<file path="config.mk">
export PLATFORM = sky130hd
export DESIGN_NAME = div_unit_flat
export DESIGN_NICKNAME = d
export VERILOG_FILES = /design/src/rtl/div_pkg.sv /design/src/rtl/div_unit_if.sv /design/src/rtl/div_step.sv /design/src/rtl/div_unit.sv /design/src/flat_wrapper.sv
export SDC_FILE = /design/constraint.sdc
export NUM_CORES = 1
export LEC_CHECK = 0
export ABC_AREA = 1
export CAP_MARGIN = 25
export CORE_ASPECT_RATIO = 0.8
export CORE_MARGIN = 1
export CORE_UTILIZATION = 34
export DETAILED_ROUTE_END_ITERATION = 16
export GPL_ROUTABILITY_DRIVEN = 0
export PLACE_DENSITY = 0.61
export SYNTH_ARGS = -nofsm -noshare
export SYNTH_HDL_FRONTEND = slang
export SYNTH_SLANG_ARGS = --single-unit
</file>
<file path="constraint.sdc">
create_clock -name clk -period 4.09 [get_ports clk]
set_input_delay 0.6135 -clock clk [delete_from_list [all_inputs] [get_ports clk]]
set_output_delay 0.6135 -clock clk [all_outputs]
set_load 0.05 [all_outputs]
</file>
<file path="src/rtl/div_pkg.sv">
// Shared types, sizes and sign helpers for the iterative divider.
package div_pkg;

  localparam int DIV_WIDTH = 32;
  localparam int DIV_ITERS = DIV_WIDTH;
  localparam int DIV_CNT_W = $clog2(DIV_WIDTH) + 1;

  typedef enum logic [1:0] {
    IDLE = 2'd0,
    CALC = 2'd1,
    FIX  = 2'd2,
    DONE = 2'd3
  } div_state_t;

  function automatic logic [DIV_WIDTH-1:0] negate(input logic [DIV_WIDTH-1:0] x);
    return (~x) + DIV_WIDTH'(1);
  endfunction

  // Magnitude of x when treated as signed; 0x80000000 maps to itself.
  function automatic logic [DIV_WIDTH-1:0] abs_val(input logic [DIV_WIDTH-1:0] x,
                                                   input logic              is_signed);
    return (is_signed && x[DIV_WIDTH-1]) ? negate(x) : x;
  endfunction

endpackage

</file>
<file path="src/rtl/div_unit_if.sv">
// Controller-to-divider bundle: start command, operands, results and status.
interface div_unit_if
  import div_pkg::*;
#(
  parameter int WIDTH = DIV_WIDTH,
  parameter int CNT_W = DIV_CNT_W
);
  // Handshake: load is a one-cycle start pulse, honoured only while the unit
  // is IDLE (busy low); any load while busy, including the done cycle, is
  // dropped. done pulses for exactly one cycle when hi/lo hold the result.
  logic             load;
  logic             is_signed;
  logic [WIDTH-1:0] dividend;
  logic [WIDTH-1:0] divisor;
  logic [WIDTH-1:0] hi;
  logic [WIDTH-1:0] lo;
  logic             busy;
  logic             done;
  logic             div_zero;
  logic [CNT_W-1:0] counter;
  div_state_t       state;

  modport master (
    output load, is_signed, dividend, divisor,
    input  hi, lo, busy, done, div_zero, counter, state
  );

  modport slave (
    input  load, is_signed, dividend, divisor,
    output hi, lo, busy, done, div_zero, counter, state
  );

endinterface

</file>
<file path="src/rtl/div_step.sv">
// One restoring-division iteration: shift {R,Q} left, subtract D if it fits.
module div_step #(
  parameter int WIDTH = 32
) (
  input  logic [WIDTH-1:0] r,
  input  logic [WIDTH-1:0] q,
  input  logic [WIDTH-1:0] d,
  output logic [WIDTH-1:0] r_next,
  output logic [WIDTH-1:0] q_next
);

  logic [WIDTH:0] r_shift;
  logic           fits;

  // R < D always holds, so the shifted remainder fits in WIDTH+1 bits.
  assign r_shift = {r, q[WIDTH-1]};
  assign fits    = (r_shift >= {1'b0, d});
  assign r_next  = fits ? WIDTH'(r_shift - {1'b0, d}) : r_shift[WIDTH-1:0];
  assign q_next  = {q[WIDTH-2:0], fits};

endmodule

</file>
<file path="src/rtl/div_unit.sv">
// Iterative restoring divider for MIPS div/divu: quotient to lo, remainder to hi.
// Optional DIV_ZERO_EXC_EN: divide-by-zero skips iterations and raises div_zero.
module div_unit
  import div_pkg::*;
#(
  parameter int WIDTH = DIV_WIDTH,
  parameter int CNT_W = DIV_CNT_W
) (
  input logic       clk,
  input logic       rst,
  div_unit_if.slave bus
);

  div_state_t       state_q, state_d;
  logic [CNT_W-1:0] counter_q;
  logic [WIDTH-1:0] r_q, q_q, d_q;
  logic [WIDTH-1:0] r_nxt, q_nxt;
  logic             q_neg, r_neg;
  logic [WIDTH-1:0] hi_q, lo_q;
`ifdef DIV_ZERO_EXC_EN
  logic             zero_q;
`endif

  div_step #(.WIDTH(WIDTH)) u_step (
    .r      (r_q),
    .q      (q_q),
    .d      (d_q),
    .r_next (r_nxt),
    .q_next (q_nxt)
  );

  always_comb begin
    state_d = state_q;
    case (state_q)
      IDLE: if (bus.load) state_d = CALC;
`ifdef DIV_ZERO_EXC_EN
      CALC: if (zero_q || counter_q == CNT_W'(1)) state_d = FIX;
`else
      CALC: if (counter_q == CNT_W'(1)) state_d = FIX;
`endif
      FIX:  state_d = DONE;
      DONE: state_d = IDLE;
      default: state_d = IDLE;
    endcase
  end

  always_ff @(posedge clk) begin
    if (rst) begin
      state_q   <= IDLE;
      counter_q <= '0;
      r_q       <= '0;
      q_q       <= '0;
      d_q       <= '0;
      q_neg     <= 1'b0;
      r_neg     <= 1'b0;
      hi_q      <= '0;
      lo_q      <= '0;
`ifdef DIV_ZERO_EXC_EN
      zero_q    <= 1'b0;
`endif
    end else begin
      state_q <= state_d;
      case (state_q)
        IDLE: begin
          if (bus.load) begin
            q_q       <= abs_val(bus.dividend, bus.is_signed);
            d_q       <= abs_val(bus.divisor, bus.is_signed);
            r_q       <= '0;
            q_neg     <= bus.is_signed & (bus.dividend[WIDTH-1] ^ bus.divisor[WIDTH-1]);
            r_neg     <= bus.is_signed & bus.dividend[WIDTH-1];
            counter_q <= CNT_W'(DIV_ITERS);
`ifdef DIV_ZERO_EXC_EN
            zero_q    <= (bus.divisor == '0);
`endif
          end
        end
        CALC: begin
`ifdef DIV_ZERO_EXC_EN
          // A zero divisor abandons the iterations and leaves hi/lo untouched.
          if (zero_q) begin
            counter_q <= '0;
          end else begin
            r_q       <= r_nxt;
            q_q       <= q_nxt;
            counter_q <= counter_q - CNT_W'(1);
          end
`else
          r_q       <= r_nxt;
          q_q       <= q_nxt;
          counter_q <= counter_q - CNT_W'(1);
`endif
        end
        FIX: begin
`ifdef DIV_ZERO_EXC_EN
          if (!zero_q) begin
            lo_q <= q_neg ? negate(q_q) : q_q;
            hi_q <= r_neg ? negate(r_q) : r_q;
          end
`else
          lo_q <= q_neg ? negate(q_q) : q_q;
          hi_q <= r_neg ? negate(r_q) : r_q;
`endif
        end
        default: ;
      endcase
    end
  end

  assign bus.hi      = hi_q;
  assign bus.lo      = lo_q;
  assign bus.busy    = (state_q != IDLE);
  assign bus.done    = (state_q == DONE);
  assign bus.counter = counter_q;
  assign bus.state   = state_q;
`ifdef DIV_ZERO_EXC_EN
  assign bus.div_zero = (state_q == DONE) & zero_q;
`else
  assign bus.div_zero = 1'b0;
`endif

endmodule

</file>
<file path="src/flat_wrapper.sv">
// flat-port wrapper written by rule: the top's interface ports become plain ports
module div_unit_flat import div_pkg::*;
#(
  parameter int WIDTH = DIV_WIDTH,
  parameter int CNT_W = DIV_CNT_W
)
  (clk, rst, bus_load, bus_is_signed, bus_dividend, bus_divisor, bus_hi, bus_lo, bus_busy, bus_done, bus_div_zero, bus_counter, bus_state);
  div_unit_if #(.WIDTH(WIDTH), .CNT_W(CNT_W)) bus_i ();
  input logic clk;
  input logic rst;
  input wire logic [$bits(bus_i.load)-1:0] bus_load;
  input wire logic [$bits(bus_i.is_signed)-1:0] bus_is_signed;
  input wire logic [$bits(bus_i.dividend)-1:0] bus_dividend;
  input wire logic [$bits(bus_i.divisor)-1:0] bus_divisor;
  output wire logic [$bits(bus_i.hi)-1:0] bus_hi;
  output wire logic [$bits(bus_i.lo)-1:0] bus_lo;
  output wire logic [$bits(bus_i.busy)-1:0] bus_busy;
  output wire logic [$bits(bus_i.done)-1:0] bus_done;
  output wire logic [$bits(bus_i.div_zero)-1:0] bus_div_zero;
  output wire logic [$bits(bus_i.counter)-1:0] bus_counter;
  output wire logic [$bits(bus_i.state)-1:0] bus_state;
  assign bus_i.load = bus_load;
  assign bus_i.is_signed = bus_is_signed;
  assign bus_i.dividend = bus_dividend;
  assign bus_i.divisor = bus_divisor;
  assign bus_hi = bus_i.hi;
  assign bus_lo = bus_i.lo;
  assign bus_busy = bus_i.busy;
  assign bus_done = bus_i.done;
  assign bus_div_zero = bus_i.div_zero;
  assign bus_counter = bus_i.counter;
  assign bus_state = bus_i.state;
  div_unit #(.WIDTH(WIDTH), .CNT_W(CNT_W)) u_core (.clk(clk), .rst(rst), .bus(bus_i));
endmodule
</file>
==> results.json, run 1 <==
{
  "status": "finished, final reports clean",
  "first_global_vias": 12550,
  "crit_path_start_kind": "register",
  "mappedNetlistArea_sq_mm": 0.01311,
  "mappedNetlistNets": 2245,
  "worst-endpoint-required_ns": 4.39,
  "finalSetupTns_ns": 0,
  "viasPerCell": 5.086,
  "static-leakage-power_nw": 7.503,
  "n_antenna_cell": 0,
  "design.portCount": 143,
  "timing.final.setup_violations": 0,
  "drt-total-wl_mm": 43.79,
  "worst_pin_slew_ns": 0.9275,
  "synth.area.top_cells": "sky130_fd_sc_hd__dfxtp_1 (26%), sky130_fd_sc_hd__nand2_1 (16%), sky130_fd_sc_hd__inv_1 (10%)",
  "yosys_most_used_dff": "sky130_fd_sc_hd__dfxtp_1",
  "slew_headroom": 0.3808,
  "synth_largest_area_cell": "sky130_fd_sc_hd__dfxtp_1",
  "post-route-worst-setup-slack_ns": 1.250,
  "clk_transition_reported_paths_ns": 0.07,
  "worstSetupEndpointType": "register",
  "fmax_mhz": 352.1,
  "clock_sink_count": 170,
  "die_h_um": 177.7,
  "cts_tree": "built",
  "finClkSkew_ns": 0.01678,
  "whs_path_depth": 2,
  "h-tree-depth": 4,
  "grt_start_max_net_pins": 62,
  "worst-path-max-fanout": 33,
  "cts_hold_repair.buffers": 0,
  "grt_antenna_before_repair": 0,
  "critical_path_class": "register to register",
  "grt_pass1_wl_mm": 68.83,
  "drt_pre_antenna_iters": 6,
  "final_cell_mix": "sky130_fd_sc_hd__nand2_1 (548), sky130_fd_sc_hd__inv_1 (348), sky130_fd_sc_hd__nor2_1 (225)",
  "ys_seq_area_frac": 0.2595,
  "root_buffer_cell": "sky130_fd_sc_hd__clkbuf_16",
  "final_slew_violations": 0,
  "grt_setup_unrepaired": "false",
  "ratio_of_cells_with_drive_above_1_in_the_final_layout": 0.07435,
  "worst_r2r_endpoint": "u_core.r_q[21]$_SDFFE_PP0P_",
  "finalWorstPathRequiredPeriod_ns": 2.840,
  "netlist_instances": 2134,
  "drcViolationCount": 0,
  "insertion_delay_ns": 0.46,
  "groute.usage.overall": 0.2234,
  "avgSynthCellArea_sq_um": 6.145,
  "die_ar_sq_mm": 0.03936,
  "synthArstFlopShare": 0,
  "vdd_ir_drop_max_v": 0.0005336,
  "maxCapViolations": 0,
  "detailedPlace.worstSlack_ns": 1.265,
  "synth-seq-cells": 170,
  "mostFrequentLayoutCell": "sky130_fd_sc_hd__nand2_1",
  "worstPathArrival_ns": 3.13,
  "timing.rr.start": "u_core.d_q[24]$_SDFFE_PP0P_",
  "min_period_over_period": 0.6943,
  "yosysUniqueCellTypes": 53,
  "count_of_flip_flops_with_a_built_in_enable_after_synthesis": 0,
  "place.port_buffers": 141,
  "final_core_util": 0.4136,
  "route.detailed.wl_per_inst_um": 16.02,
  "start_point_of_the_worst_min_delay_path": "u_core.bus.lo[20]$_SDFFE_PP0P_",
  "finalHoldViolCount": 0,
  "min_path_type": "register to register",
  "route.vias.total": 13900,
  "core-area_sq_mm": 0.03752,
  "post-synth-top-area-fraction": 0.2595,
  "final_antenna_net_count": 0,
  "power.density_cell_area_mw_per_mm2": 671.5,
  "worst_hold_path.endpoint": "u_core.bus.lo[20]$_SDFFE_PP0P_",
  "globalRoute.totalOverflow": 0,
  "final_net_count": 2344,
  "timing.reg2reg.worst_path_depth": 16,
  "cts_made_buffers": 17,
  "std_cell_rows": 63,
  "cts_buffer_depth": 2,
  "number_of_drc_markers_in_iteration_0": 1309,
  "reg2reg_setup_slack_ns": 1.25,
  "yosys_warnings": 0,
  "die_width_um": 221.6,
  "area.growth.synth_to_final_pct": 18.34,
  "detailed_place_hpwl_mm": 34.68,
  "initial_core_util": 0.3495,
  "post_cts_resize_count": 0,
  "postCtsSetupBuffers": 0
}
-- how the worst max path moves through the flow --
stage | start | to | slack [ns] | cells after the start
after floorplan | u_core.bus.state[0]$_SDFFE_PP0P_ | u_core.r_q[21]$_SDFFE_PP0P_ | 1.66 | 11
after global placement | bus_is_signed | u_core.d_q[28]$_SDFFE_PP0P_ | 1.29 | 10
after detailed placement | bus_is_signed | u_core.d_q[17]$_SDFFE_PP0P_ | 1.26 | 10
after CTS | u_core.bus.state[0]$_SDFFE_PP0P_ | bus_busy | 1.32 | 4
after global routing | u_core.r_q[25]$_SDFFE_PP0P_ | u_core.r_q[21]$_SDFFE_PP0P_ | 1.05 | 13
final | u_core.d_q[24]$_SDFFE_PP0P_ | u_core.r_q[21]$_SDFFE_PP0P_ | 1.25 | 16
-- synth_stat cells (21+ instances only) --
| master | number |
|---|---|
| sky130_fd_sc_hd__nand3_2 | 34 |
| sky130_fd_sc_hd__o21ai_0 | 103 |
| sky130_fd_sc_hd__xnor2_1 | 22 |
| sky130_fd_sc_hd__nand3_1 | 131 |
| sky130_fd_sc_hd__nor3_1 | 21 |
| sky130_fd_sc_hd__xor2_1 | 53 |
| sky130_fd_sc_hd__nand4_1 | 23 |
| sky130_fd_sc_hd__clkbuf_1 | 58 |
| sky130_fd_sc_hd__nand2_1 | 548 |
| sky130_fd_sc_hd__ha_1 | 42 |
| sky130_fd_sc_hd__dfxtp_1 | 170 |
| sky130_fd_sc_hd__inv_1 | 348 |
| sky130_fd_sc_hd__nor2_1 | 225 |
| sky130_fd_sc_hd__o211ai_1 | 27 |
| sky130_fd_sc_hd__a21oi_1 | 115 |
-- per-stage QoR --
stage / instances / total power [mW] / area, sq um / hold WS [ns]
final: 2733 / 10.42 / 15520 / 0.4894
after detailed placement: 2701 / 8.574 / 14890 / 0.4693
after global routing: 2733 / 11.16 / 15520 / 0.5143
after floorplan: 2134 / 6.831 / 13110 / 0.4581
after global placement: 2701 / 8.515 / 14890 / 0.4646
after CTS: 2733 / 10.35 / 15520 / 0.4890
-- registers in the layout, summed over array words and instances, names as in the netlist --
register,flops
u_core.bus.hi,32
u_core.bus.lo,32
u_core.d_q,32
u_core.q_q,32
u_core.r_q,32
u_core.bus.counter,6
u_core.bus.state,2
u_core.q_neg,1
u_core.r_neg,1
-- critical path: stages, from the launching register on --
cell and delay (ns):
sky130_fd_sc_hd__dfxtp_1 0.30, sky130_fd_sc_hd__inv_1 0.21, sky130_fd_sc_hd__ha_1 0.38, sky130_fd_sc_hd__nand2_1 0.18
sky130_fd_sc_hd__inv_2 0.04, sky130_fd_sc_hd__nand2_1 0.06, sky130_fd_sc_hd__nand2_1 0.09, sky130_fd_sc_hd__inv_2 0.06
sky130_fd_sc_hd__nand2_1 0.07, sky130_fd_sc_hd__nand2_1 0.08, sky130_fd_sc_hd__nand2_2 0.11, sky130_fd_sc_hd__nor2_8 0.48
sky130_fd_sc_hd__nand2_8 0.24, sky130_fd_sc_hd__nand2_4 0.20, sky130_fd_sc_hd__nand2_1 0.07, sky130_fd_sc_hd__nand2_1 0.06
sky130_fd_sc_hd__a21oi_1 0.05
-- layer usage --
layer / GRT usage / wire, um / vias up
met5: 0 / 0 / -
met4: 0.05295 / 610 / 0
met3: 0.03825 / 3934 / 39
met2: 0.3175 / 17370 / 564
met1: 0.3418 / 21880 / 6289
li1: - / - / 7008
-- cells by family (layout without fill, tap and decap cells) --
| logic type | count (synthesis) | after routing | synth area share |
|---|---|---|---|
| flip-flops | 170 | 170 | 0.2595 |
| AND/OR/NAND/NOR | 1061 | 1061 | 0.3628 |
| AO/OA/AOI/OAI | 345 | 345 | 0.1547 |
| adder cells (fa/ha/maj) | 43 | 43 | 0.04160 |
| XOR/XNOR | 75 | 75 | 0.05010 |
| buffers and inverters | 439 | 551 | 0.1310 |
| other | 1 | 1 | 0.0002860 |
-- layout make-up --
cell class                 count  area (sq um)
clock buffer                  19         442.9
clock inverter                13         181.4
fill                        4023         22000
inverter                     365          1370
multi-input combinational   1525          8004
sequential                   170          3403
tap                          487         609.3
timing repair buffer         154          1506
-- where the power goes --
group	internal, mW	total [mW]	switching, mW
Combinational	1.95	6.19	4.24
Sequential	2.09	2.47	0.381
Clock	0.994	1.76	0.764
Total	5.03	10.4	5.39
(Power assumes the default switching activity.)
==> run 2, diff against run 1 <==
==> constraint.sdc (replaced) <==
create_clock -name clk -period 2.66 [get_ports clk]
set_input_delay 0.399 -clock clk [delete_from_list [all_inputs] [get_ports clk]]
set_output_delay 0.399 -clock clk [all_outputs]
set_load 0.05 [all_outputs]
==> run 2 against run 1 <==
Against the previous run:
- wire length up 2.3%
- register-to-register slack worse by 1.1 ns
- sequential cell count unchanged
- first-iteration DRC count up 7.3%
- critical path depth down 12
- final area up 1.3%
- final cell count up 1.0%
- highest routed layer unchanged
==> results.json, run 2 (synthesized netlist as in run 1, its figures left out) <==
{
  "final_antenna_net_count": 0,
  "clk_transition_reported_paths_ns": 0.07,
  "n_antenna_cell": 0,
  "min_path_type": "primary input to register",
  "status": "finished, final reports clean",
  "die_width_um": 221.6,
  "place.port_buffers": 141,
  "mostFrequentLayoutCell": "sky130_fd_sc_hd__nand2_1",
  "power.sequential.fraction": 0.234,
  "final_net_count": 2372,
  "design.portCount": 143,
  "final_core_util": 0.4191,
  "insertion_delay_ns": 0.46,
  "globalRoute.totalOverflow": 0,
  "worst-path-max-fanout": 4,
  "timing.reg2reg.worst_path_depth": 12,
  "finalWorstPathRequiredPeriod_ns": 2.593,
  "hold_ws_ns": 0.1806,
  "final_cell_mix": "sky130_fd_sc_hd__nand2_1 (548), sky130_fd_sc_hd__inv_1 (348), sky130_fd_sc_hd__nor2_1 (225)",
  "grt_start_max_net_pins": 115,
  "initial_core_util": 0.3495,
  "die_h_um": 177.7,
  "worstSetupEndpointType": "output port",
  "std_cell_rows": 63,
  "fin_total_pwr_mw": 16.10,
  "detailedPlace.worstSlack_ns": 0.05790,
  "post-route-worst-setup-slack_ns": 0.06678,
  "root_buffer_cell": "sky130_fd_sc_hd__clkbuf_16",
  "slew_headroom": 0.5199,
  "drcViolationCount": 0,
  "final_design_area_no_fill_sq_mm": 0.01573,
  "total_switching_power_mw": 8.385,
  "timing.final.setup_violations": 0,
  "critical_path_class": "register to output port",
  "grt_pass1_wl_mm": 70.37,
  "maxCapViolations": 0,
  "grt_antenna_before_repair": 0,
  "clock_sink_count": 170,
  "area.growth.synth_to_final_pct": 19.92,
  "drt-total-wl_mm": 44.81,
  "placement.cell_area_sq_mm": 0.01513,
  "core-area_sq_mm": 0.03752,
  "die_ar_sq_mm": 0.03936,
  "drt_pre_antenna_iters": 5,
  "worst_pin_slew_ns": 0.7141,
  "viasPerCell": 5.100,
  "vdd_ir_drop_max_v": 0.0006116,
  "detailed_place_hpwl_mm": 35.67,
  "postCtsSetupBuffers": 0,
  "groute.usage.overall": 0.2279,
  "fmax_mhz": 385.6,
  "internal_power_mw": 7.713,
  "number_of_drc_markers_in_iteration_0": 1404,
  "finalNonFillerCells": 2761,
  "combPwrFrac": 0.607,
  "final_slew_violations": 0,
  "finalHoldViolCount": 0,
  "dpl.cell_count": 2729,
  "whs_path_depth": 2,
  "first_global_vias": 12790,
  "finalSetupTns_ns": 0,
  "cts_buffer_depth": 2,
  "static-leakage-power_nw": 7.639,
  "h-tree-depth": 4,
  "ratio_of_cells_with_drive_above_1_in_the_final_layout": 0.08619,
  "worstPathArrival_ns": 2.19,
  "power.share.switching": 0.5209,
  "min_period_over_period": 0.9749,
  "power.density_cell_area_mw_per_mm2": 1024,
  "grt_setup_unrepaired": "false",
  "power.clock.fraction": 0.159,
  "route.vias.total": 14080,
  "route.detailed.wl_per_inst_um": 16.23,
  "cts_hold_repair.buffers": 0,
  "cts_made_buffers": 17,
  "worst-endpoint-required_ns": 2.26,
  "crit_path_start_kind": "register",
  "post_cts_resize_count": 0,
  "cts_tree": "built",
  "finClkSkew_ns": 0.02612
}
## run 2: changes by cell type in the layout (fill, tap and decap cells not counted), sizes merged
cell / change
inv: +1
clkbuf: +1
buf: +28
bufinv: -2
## run 2: cell type report
| class | instances | area (sq um) |
|---|---|---|
| clock buffers | 20 | 466.7 |
| clock inverters | 12 | 130.1 |
| fillers | 3994 | 21800 |
| inverters | 365 | 1370 |
| multi-input cells | 1525 | 8004 |
| flip-flops and latches | 170 | 3403 |
| well taps | 487 | 609.3 |
| repair buffers | 182 | 1742 |
## run 2: final timing paths
kind	slack, ns	startpoint	endpoint
worst max-delay path	0.07	u_core.bus.state[0]$_SDFFE_PP0P_	bus_busy
worst min-delay path	0.18	rst	u_core.d_q[31]$_SDFFE_PP0P_
worst max register to register	0.17	u_core.r_q[13]$_SDFFE_PP0P_	u_core.r_q[19]$_SDFFE_PP0P_
worst min register to register	0.49	u_core.bus.lo[17]$_SDFFE_PP0P_	u_core.bus.lo[17]$_SDFFE_PP0P_
## run 2: layer usage
layer	up-vias	global-route usage	share of wire
li1	7052	-	-
met1	6377	0.3414	0.49
met2	599	0.3172	0.39
met3	52	0.05464	0.099
met4	0	0.06221	0.019
met5	-	0	0
## run 2: critical path, stage by stage (launching register included)
cell	delay [ns]
sky130_fd_sc_hd__dfxtp_1	0.42
sky130_fd_sc_hd__inv_1	0.14
sky130_fd_sc_hd__ha_1	0.27
sky130_fd_sc_hd__inv_1	0.10
sky130_fd_sc_hd__clkdlybuf4s50_1	0.81
## run 2: power groups by stage
stage	clock [mW]	sequential [mW]	combinational, mW
6_report	2.56	3.77	9.77
3_5_place_dp	0	3.80	9.58
4_1_cts	2.62	3.75	9.63
5_1_grt	2.72	3.84	10.7
2_1_floorplan	0	4.90	5.61
3_3_place_gp	0	3.80	9.52
